==> src/rtl/fifo_flow_ctrl.sv <==
// ---------------------------------------------------------------------------
// fifo_flow_ctrl
//   Per-channel synchronous FIFO for the switching datapath. Provides an
//   occupancy count, programmable almost-full / almost-empty flags, a
//   hysteresis-based pause (backpressure) output and a sticky error flag
//   for overflow / underflow. All status outputs are registered and derived
//   from the next-state count, so they are coherent with data_count.
//
// Parameters
//   DATA_SIZE : data word width
//   ADDR_SIZE : address width, depth = 2**ADDR_SIZE
//
// Ports
//   clk              : clock, rising edge
//   reset_L          : asynchronous active-low reset
//   write            : push request, buff_in sampled on the same edge
//   read             : pop request
//   buff_in          : push data
//   umb_almost_full  : almost-full / pause-set threshold
//   umb_almost_empty : almost-empty / pause-clear threshold
//   buffer_out       : registered pop data (holds when no pop)
//   valid_out        : one-cycle strobe, buffer_out carries a new word
//   data_count       : occupancy 0..DEPTH
//   fifo_full        : data_count == DEPTH
//   fifo_empty       : data_count == 0
//   almost_full      : data_count >= umb_almost_full
//   almost_empty     : data_count <= umb_almost_empty
//   fifo_pause       : backpressure to upstream, with hysteresis
//   fifo_error       : sticky overflow/underflow, cleared only by reset
// ---------------------------------------------------------------------------
module fifo_flow_ctrl #(
    parameter int DATA_SIZE = 6,
    parameter int ADDR_SIZE = 3
) (
    input  logic                 clk,
    input  logic                 reset_L,
    input  logic                 write,
    input  logic                 read,
    input  logic [DATA_SIZE-1:0] buff_in,
    input  logic [ADDR_SIZE:0]   umb_almost_full,
    input  logic [ADDR_SIZE:0]   umb_almost_empty,
    output logic [DATA_SIZE-1:0] buffer_out,
    output logic                 valid_out,
    output logic [ADDR_SIZE:0]   data_count,
    output logic                 fifo_full,
    output logic                 fifo_empty,
    output logic                 almost_full,
    output logic                 almost_empty,
    output logic                 fifo_pause,
    output logic                 fifo_error
);

    localparam int                 DEPTH     = 2 ** ADDR_SIZE;
    localparam logic [ADDR_SIZE:0] DEPTH_CNT = (ADDR_SIZE + 1)'(DEPTH);

    logic [DATA_SIZE-1:0] mem [DEPTH];

    logic [ADDR_SIZE-1:0] wr_ptr_q, rd_ptr_q;
    logic [ADDR_SIZE:0]   count_q, count_d;
    logic [DATA_SIZE-1:0] buffer_out_q;
    logic                 valid_q;
    logic                 full_q, empty_q, afull_q, aempty_q;
    logic                 pause_q, pause_d;
    logic                 error_q, error_d;
    logic                 wr_acc, rd_acc;

    // Request qualification and next-state count / pause / error
    always_comb begin
        // A full FIFO still accepts a write when a pop frees a slot in the
        // same cycle; an empty FIFO never pops, so no write-to-read bypass.
        wr_acc = write && (!full_q || read);
        rd_acc = read && !empty_q;

        count_d = count_q;
        if (wr_acc && !rd_acc) begin
            count_d = count_q + 1'b1;
        end else if (rd_acc && !wr_acc) begin
            count_d = count_q - 1'b1;
        end

        // Set has priority so overlapping thresholds resolve to paused.
        pause_d = pause_q;
        if (count_d >= umb_almost_full) begin
            pause_d = 1'b1;
        end else if (count_d <= umb_almost_empty) begin
            pause_d = 1'b0;
        end

        error_d = error_q
                | (write && full_q && !read)
                | (read && empty_q);
    end

    // Storage array: data only, not reset
    always_ff @(posedge clk) begin
        if (wr_acc) begin
            mem[wr_ptr_q] <= buff_in;
        end
    end

    // Control, status and output register stage
    always_ff @(posedge clk or negedge reset_L) begin
        if (!reset_L) begin
            wr_ptr_q     <= '0;
            rd_ptr_q     <= '0;
            count_q      <= '0;
            buffer_out_q <= '0;
            valid_q      <= 1'b0;
            full_q       <= 1'b0;
            empty_q      <= 1'b1;
            afull_q      <= 1'b0;
            aempty_q     <= 1'b1;
            pause_q      <= 1'b0;
            error_q      <= 1'b0;
        end else begin
            if (wr_acc) begin
                wr_ptr_q <= wr_ptr_q + 1'b1;
            end
            if (rd_acc) begin
                rd_ptr_q     <= rd_ptr_q + 1'b1;
                buffer_out_q <= mem[rd_ptr_q];
            end
            valid_q  <= rd_acc;
            count_q  <= count_d;
            full_q   <= (count_d == DEPTH_CNT);
            empty_q  <= (count_d == '0);
            afull_q  <= (count_d >= umb_almost_full);
            aempty_q <= (count_d <= umb_almost_empty);
            pause_q  <= pause_d;
            error_q  <= error_d;
        end
    end

    assign buffer_out   = buffer_out_q;
    assign valid_out    = valid_q;
    assign data_count   = count_q;
    assign fifo_full    = full_q;
    assign fifo_empty   = empty_q;
    assign almost_full  = afull_q;
    assign almost_empty = aempty_q;
    assign fifo_pause   = pause_q;
    assign fifo_error   = error_q;

endmodule

==> config.mk <==
export PLATFORM = sky130hd
export DESIGN_NAME = fifo_flow_ctrl
export DESIGN_NICKNAME = d
export VERILOG_FILES = /design/src/rtl/fifo_flow_ctrl.sv
export SDC_FILE = /design/constraint.sdc
export NUM_CORES = 1
export LEC_CHECK = 0
export ABC_CLOCK_PERIOD_IN_PS = 2700
export BUFFER_PORTS_ARGS = -buffer_cell sky130_fd_sc_hd__buf_2
export CORE_ASPECT_RATIO = 1.4
export CORE_MARGIN = 2
export CORE_UTILIZATION = 43
export CTS_CLUSTER_SIZE = 10
export DETAILED_ROUTE_END_ITERATION = 7
export PLACE_DENSITY_LB_ADDON = 0.25
export SLEW_MARGIN = 10
export SYNTH_ARGS = -nofsm -noshare
export SYNTH_HDL_FRONTEND = slang
export SYNTH_SLANG_ARGS = --single-unit
export TNS_END_PERCENT = 10
==> constraint.sdc <==
create_clock -name clk -period 2.7 [get_ports clk]
set_input_delay 0 -clock clk [delete_from_list [all_inputs] [get_ports clk]]
set_output_delay 0 -clock clk [all_outputs]
set_load 0.02 [all_outputs]
Word-level counts from Yosys, hierarchy flattened
Memories as Yosys holds them, arrays and structs flattened. A register that Yosys moved wholly into a read port is not among the register bits.
Index checks and enable logic that the tools add are counted.
{"block": "word_totals", "regBits": 17, "ram_bits": 48, "inputBits": 18, "out_inout_bits": 17, "word_cells": 42, "n_memories": 1}
{"block": "op_classes", "add_sub_neg": 4, "magnitude_cmp": 2, "n_eq_ne": 1, "n_mux": 6, "bitwise_logic": 2, "reduce_logical": 16}
{"name": "mem", "depth": 8, "word_bits": 6, "rd": 1, "rd_clocked_by_memory_dff": 1, "wr": 1, "line": "56", "source": "logic [DATA_SIZE-1:0] mem [DEPTH];"}
{"op": "two-way mux 4 bit", "n": 2}
{"op": "logical AND 1 bit", "n": 7}
{"op": "adder 3 x 1 -> 3 bit (second input constant)", "n": 2}
{"op": "zero test 1 bit", "n": 6}
{"op": "adder 4 x 1 -> 4 bit (second input constant)", "n": 1}
{"op": "equality test 4 bit (second input constant)", "n": 1}
{"op": "greater-or-equal comparator 4 bit", "n": 1}
{"op": "less-or-equal comparator 4 bit", "n": 1}
{"op": "zero test 4 bit", "n": 1}
{"op": "two-way mux 1 bit", "n": 4}
{"op": "subtractor 4 x 1 -> 4 bit (second input constant)", "n": 1}
{"op": "OR 1 bit", "n": 2}
{"op": "nonzero test 2 bit", "n": 1}
{"op": "logical OR 1 bit", "n": 1}

Longest topological paths before layout
Gate-level depths: netlist of the first run.
{"block": "depth", "depth_word": 10, "mapped_depth": 11, "mapped_depth_nobuf": 10}

Worst setup path after synthesis of the first run
OpenSTA, ideal clock, no wires.
{"block": "synth_timing", "kind": "flip-flop to flip-flop", "startpoint": "register empty_q (netlist: fifo_empty)", "endpoint": "register pause_q (netlist: fifo_pause)", "setup_ps": 120, "arrival_time_ps": 2431, "required_time_ps": 2580, "slack_ps": 149, "path_stages_with_launch": 11, "path_buffers": 0, "period_less_slack_ps": 2551, "cell_sequence": "dfstp_2 -> nand2b_4 -> inv_4 -> maj3_2 -> a211oi_4 -> ha_1 -> nor2b_1 -> o21ai_1 -> nand2b_1 -> a21o_1 -> a31o_1"}
{"block": "synth_between", "elab_chain_cells": 7, "word_cells_on_any_way": 11, "cone_classes": "order compare (2); mux (3); reduce/logical (6)"}
{"element": "start: declaration", "line": "62", "source": "logic full_q, empty_q, afull_q, aempty_q;"}
{"element": "start signal: assignment", "line": "126", "source": "empty_q <= (count_d == '0);"}
{"element": "zero test 1 bit *", "line": "72", "source": "rd_acc = read && !empty_q;"}
{"element": "logical AND 1 bit *", "line": "72"}
{"element": "named net rd_acc", "line": "65", "source": "logic wr_acc, rd_acc;"}
{"element": "logical AND 1 bit or zero test 1 bit (tied branches)", "line": "77, 75"}
{"element": "two-way mux 4 bit or logical AND 1 bit (tied branches)", "line": "77, 75"}
{"element": "two-way mux 4 bit *", "line": "75", "source": "if (wr_acc && !rd_acc) begin"}
{"element": "named net count_d[1]", "line": "59", "source": "logic [ADDR_SIZE:0] count_q, count_d;"}
{"element": "greater-or-equal comparator 4 bit or less-or-equal comparator 4 bit (tied branches)", "line": "83, 85"}
{"element": "two-way mux 1 bit or nonzero test 2 bit (tied branches)"}
{"element": "end signal: assignment", "line": "129", "source": "pause_q <= pause_d;"}
{"element": "end: declaration", "line": "63", "source": "logic pause_q, pause_d;"}
Mark *: on every way through the listed nets, which the timed path passes. The rest lies on a longest branch.
A chain may end at the register's enable or synchronous reset.

Worst setup path in the final report of the first run
Same ends and word-level chain as after synthesis.

==> run metrics, run 1 <==
status finished clean; post-layout util 0.533; Die H 105 um; fin crit share 0.927; global route overflow 0; Data required, critical path 2.94 ns; largest net degree at the start of global routing 24; Pre-Repair DR Iteration Count 4; ANT cells 0; GR Util All Layers 0.162; total negative slack 0 ns; nets@finish 286; clk buf depth 2; H-tree levels 3; Max Slew Vio Count 0; Post-Syn Instances 200; total CTS buffers 9; crit path capture type register; layout cell share with drive strength beyond 1 0.326; Synth cell types 42; Top-Level Pins 35; total power 4.13 mW; Final Hold Vio Count 0; synth cell count leaders edfxtp_1 (48), dfrtp_1 (21), nand2_1 (16); Port Buffers 34; HP Class input pin to register; die area 7930 sq um; DIE WIDTH 75.9 um; cell area power density 1110 nW/um^2; sequential area share after synthesis 0.650; Worst Hold Depth 3; first-pass GRT wire length 9140 um; post-synth top area share 0.464; crit start category register; RSZ-0062 raised after global routing false; initial antenna violation count 0; Placer Congestion 0.790; post-synthesis cell area 3110 sq um; Avg WL per Cell 16.2 um; clock sink total 71; most frequent cell after synthesis edfxtp_1; Seq cells post-synth 71; Tightest Pin Transition 0.700 ns; area leader, netlist edfxtp_1; Worst-Skew Late Latency 0.34 ns; Max Fclk 400 MHz; dominant synthesized flop cell edfxtp_1; # rows 36; CTS tree done; Post CTS Setup Buffer Count 0; total wire length 5780 um; synth warn 0; clk_skew 0.0132 ns; Finish-stage setup viols 0; synth top area cells edfxtp_1 (46%), dfrtp_1 (17%), mux4_2 (8.7%); Tmin final 2.50 ns; initial drt markers 75; Clk pin slew, worst setup/hold paths 0.08 ns; post-route ant nets 0; Slew headroom 0.532; Post-synth EDFFs 48; Syn Area/Cell 15.5 sq um; CP arrival 2.74 ns; Pleak 1.50 nW; CTS root buf clkbuf_8; asr flop ratio synth 0.324; dpl hpwl 4060 um; vias per cell 5.02; Reg2Reg Depth 10; vias in the first global route 1868; residual DRC count 0; Net Count, Synth 230; Max rail drop VDD 0.444 mV; Min Hold Slack 0.0429 ns; Max-Cap Viols 0; Synth-to-Final Area Change 19.7%; worst setup path class register to register; vias 1787; initial core utilization 0.445; area of the core 6980 sq um; worst-path fanout max 8
==> final cells by class <==
cell class              instances  area (sq um)
clock buffers                  10           128
clock inverters                 6          92.6
fillers                       586          3260
inverters                      11          43.8
multi-input cells             112          1000
flip-flops and latches         71          2020
well taps                      95           119
repair buffers                 51           315
==> worst max-delay path, cell delays in order, from the launching register on <==
cell and delay, ns:
dfstp_2 0.57, nand2b_4 0.19, inv_4 0.05, maj3_2 0.32, a211oi_4 0.27, ha_1 0.29
nor2b_1 0.13, o21ai_1 0.11, nand2b_1 0.07, a21o_1 0.18, a31o_1 0.21
==> kinds of logic after synthesis <==
| kind of cell | Yosys count | synth area share |
|---|---|---|
| DFF | 71 | 0.650 |
| and+or+nand+nor | 49 | 0.0841 |
| AOI/OAI and AO/OA | 26 | 0.0604 |
| muxes | 19 | 0.110 |
| buffers and inverters | 17 | 0.0274 |
| adders and majority gates | 13 | 0.0519 |
| xor gates and xnor gates | 5 | 0.0165 |
==> power by group <==
part / total [mW] / internal (mW) / switching (mW) / leakage, nW
logic: 1.54 / 0.726 / 0.812 / 0.680
registers: 1.66 / 1.45 / 0.216 / 0.707
clock network: 0.925 / 0.527 / 0.398 / 0.111
total: 4.13 / 2.70 / 1.43 / 1.50
==> registers in the layout (all words and copies together), names as in the netlist <==
register / cells
almost_empty: 1
fifo_full: 1
wr_ptr_q: 3
buffer_out: 6
valid_out: 1
fifo_error: 1
data_count: 4
rd_ptr_q: 3
fifo_pause: 1
fifo_empty: 1
almost_full: 1
mem: 48
==> per-stage QoR <==
step           instance area (sq um)  instances  setup WS, ns
3_3_place_gp                    3430        333         0.211
5_1_grt                         3720        356       0.00981
2_1_floorplan                   3110        200         0.149
3_5_place_dp                    3430        333         0.146
6_report                        3720        356         0.198
4_1_cts                         3720        356         0.152
==> layout by cell type (no fill, tap or decap), drive strengths merged, types with 3 or more instances in the layout <==
cell and n:
clkbuf 10, dfrtp 21, edfxtp 48, ha 12, nand2b 7, mux4 12, mux2i 6, xnor2 4
buf 44, nor2 10, dlygate4sd3 7, nand2 16, inv 13, nand3 4, and2 3, a21o 5
o21ai 12
==> layer usage <==
metal | up-vias | share of wire | routed length, um | track usage
li1 | 854 | - | - | -
met1 | 879 | 0.40 | 2330 | 0.186
met2 | 41 | 0.54 | 3110 | 0.278
met3 | 13 | 0.036 | 209 | 0.0280
met4 | 0 | 0.024 | 140 | 0.0827
met5 | - | 0 | 0 | 0
==> worst paths after layout <==
kind                               start       endpoint  slack (ns)
max in group asynchronous        reset_L     fifo_empty        2.15
max reg2reg                   fifo_empty     fifo_pause        0.20
max                           fifo_empty     fifo_pause        0.20
min reg2reg                buffer_out[1]  buffer_out[1]        0.48
min in group asynchronous        reset_L  data_count[3]        0.16
min                                write    wr_ptr_q[2]        0.04
==> repair_timing <==
| action | 4_1_cts | 5_1_grt |
|---|---|---|
| hold endpoints to repair | 71 | 0 |
| setup endpoints to repair | 0 | 1 |
| hold buffers | 7 | 0 |
| gates resized for setup | 0 | 0 |
(Power assumes the default switching activity.)
==> run 2: changes to the inputs <==
--- a/config.mk
+++ b/config.mk
@@ -10,7 +10,8 @@
 export CORE_ASPECT_RATIO = 1.4
 export CORE_MARGIN = 2
-export CORE_UTILIZATION = 43
+export CORE_UTILIZATION = 58
 export CTS_CLUSTER_SIZE = 10
 export DETAILED_ROUTE_END_ITERATION = 7
+export HOLD_SLACK_MARGIN = 0.08
 export PLACE_DENSITY_LB_ADDON = 0.25
 export SLEW_MARGIN = 10
==> constraint.sdc (replaced) <==
create_clock -name clk -period 2.7 [get_ports clk]
set_input_delay 0 -clock clk [delete_from_list [all_inputs] [get_ports clk]]
set_output_delay 0 -clock clk [all_outputs]
set_load 0.01 [all_outputs]
==> run metrics, run 2 (synthesized netlist as in run 1, its figures left out) <==
status finished clean; Largest register FFs 48 (unchanged); part of the power in combinational logic 0.375 (+0.002); # rows 31 (-14%); Largest Register mem; Worst path max stage delay 0.56 ns (about the same); initial core utilization 0.602 (+0.157); total CTS buffers 9 (unchanged); RR Endpoint fifo_pause; initial drt markers 73 (-2.7%); CP Depth 10 (unchanged); clock sink total 71 (unchanged); Max Fclk 409 MHz (+2.3%); Finish-stage setup viols 0 (unchanged); ANT cells 0 (unchanged); Crit. Startpoint fifo_empty; largest net degree at the start of global routing 24 (unchanged); Fillers 351 (-40%); Port Buffers 34 (unchanged); global route overflow 0 (unchanged); sequential power share 0.435 (+0.032); Pre-Repair DR Iteration Count 4 (unchanged); Reg2Reg Depth 10 (unchanged); Slew headroom 0.534 (+0.00217); vias in the first global route 1918 (+2.7%); Top-Level Pins 35 (unchanged); Final Hold Vio Count 0 (unchanged); internal power 2.51 mW (-7.0%); HP Class input pin to register; Max Slew Vio Count 0 (unchanged); most common cell after layout, fill and taps aside edfxtp_1; crit start category register; cell area power density 1050 nW/um^2 (-5.1%); first-pass GRT wire length 9380 um (+2.6%); Cell Chain, Critical Path nand2b_4, inv_4, maj3_2, a211oi_4, ha_1, nor2b_1, o21ai_1, nand2b_1, a21o_1, a31o_1; P_sw 1.33 mW (-7.0%); post-route ant nets 0 (unchanged); residual DRC count 0 (unchanged); Tmin final 2.45 ns (-0.0570 ns); Max-Cap Viols 0 (unchanged); crit path capture type register; H-tree levels 3 (unchanged); DIE WIDTH 65.9 um (-13%); R2R setup slack 0.25 ns (+0.06 ns); nets@finish 286 (unchanged); Die H 90.6 um (-13%); Tightest Pin Transition 0.696 ns (-0.00324 ns); dpl hpwl 3930 um (-3.0%); Largest delay share family, worst path compound AO/OA/AOI/OAI gates; Pleak 1.47 nW (-2.1%); area of the multi-input gates 1000 sq um (unchanged); Clk pin slew, worst setup/hold paths 0.07 ns (about the same); total wire length 5610 um (-3.0%); Sequential Area 2020 sq um (unchanged); clk buf depth 2 (unchanged); Data required, critical path 2.93 ns (about the same); CTS root buf clkbuf_8; WP buf/inv 1 (unchanged); CP arrival 2.68 ns (-0.06 ns); clk_skew 0.0109 ns (-0.00225 ns); Avg WL per Cell 17.2 um (+5.6%); area of the core 5160 sq um (-26%); GR Util All Layers 0.222 (+0.0602); crit path to fifo_pause; vias 1787 (unchanged); Max rail drop VDD 0.585 mV (+32%); total negative slack 0 ns (unchanged); CTS tree done; worst-path fanout max 5 (-3); die area 5970 sq um (-25%); Net Sw Frac 0.346 (about the same); fin crit share 0.906 (-0.0211); Final Non-Filler Cells 327 (-8.1%); Cells after DPL 301 (-9.6%); vias per cell 5.46 (+8.9%); Synth-to-Final Area Change 17.3%; slowest CP cell dfstp_2; Worst-Skew Late Latency 0.34 ns (about the same); worst r2r src fifo_empty; most frequent cells in the layout edfxtp_1 (48), buf_2 (34), dfrtp_1 (21); clock network fraction of total power 0.190 (-0.034); Worst Hold Depth 4 (+1); Placer Congestion 0.810 (+2.5%); initial antenna violation count 0 (unchanged); RSZ-0062 raised after global routing false; Post CTS Setup Buffer Count 0 (unchanged); layout cell share with drive strength beyond 1 0.314 (-0.0115); worst setup path class register to register
==> run 2: changes by cell type in the layout (fill, tap and decap cells not counted) <==
cell           before  now
inv_4               2    1
clkinvlp_4          0    2
dlygate4sd3_1       7   10
buf_4              10    7
bufinv_16           2    0
clkinv_2            0    1
==> run 2: metrics by stage <==
step / area [sq um] / util / setup slack [ns] / power (mW) / hold WS [ns]
floorplan: 3110 / - / 0.198 / 2.67 / -0.296
global placement: 3370 / 0.654 / 0.272 / 3.12 / 0.000248
detailed placement: 3370 / 0.654 / 0.253 / 3.14 / 0.00485
CTS: 3650 / 0.707 / 0.242 / 3.89 / 0.0951
global route: 3650 / 0.707 / 0.0793 / 4.12 / 0.135
finish: 3650 / 0.707 / 0.255 / 3.84 / 0.0949
==> run 2: area by class of cell <==
cell class	instances	share of cell area
Multi-Input combinational cell	112	0.275
Sequential cell	71	0.554
Inverter	11	0.0120
Tap cell	66	0.0226
Clock inverter	6	0.0127
Clock buffer	10	0.0350
Timing Repair Buffer	51	0.0885
==> run 2: worst min-delay path by stage <==
stage / start / endpoint
3_5_place_dp: reset_L / data_count[1]
6_report: umb_almost_empty[0] / almost_empty
2_1_floorplan: reset_L / almost_full
3_3_place_gp: reset_L / fifo_full
5_1_grt: umb_almost_empty[3] / almost_empty
4_1_cts: umb_almost_empty[0] / almost_empty
==> run 2: per-layer routing <==
metal	global-route usage	vias to the layer above	wire length, um
li1	-	854	-
met1	0.248	874	2120
met2	0.401	47	3100
met3	0.0399	12	270
met4	0.0990	0	126
met5	0	-	0
==> run 2: tightest hold or removal path, cell delays in order <==
cell and delay, ns:
buf_2 0.08, ha_1 0.13, nand4_1 0.11, nand2_1 0.08
==> run 2: timing repair <==
item	CTS	global route
hold buffers	10	0
hold endpoints to repair	74	0
resized for setup	0	0
==> run 2: power by group through the flow <==
stage / registers, mW / clock network, mW / logic, mW
floorplan: 1.67 / 0 / 1.00
global placement: 1.69 / 0 / 1.43
detailed placement: 1.69 / 0 / 1.45
CTS: 1.67 / 0.743 / 1.47
global route: 1.71 / 0.784 / 1.63
finish: 1.67 / 0.729 / 1.44
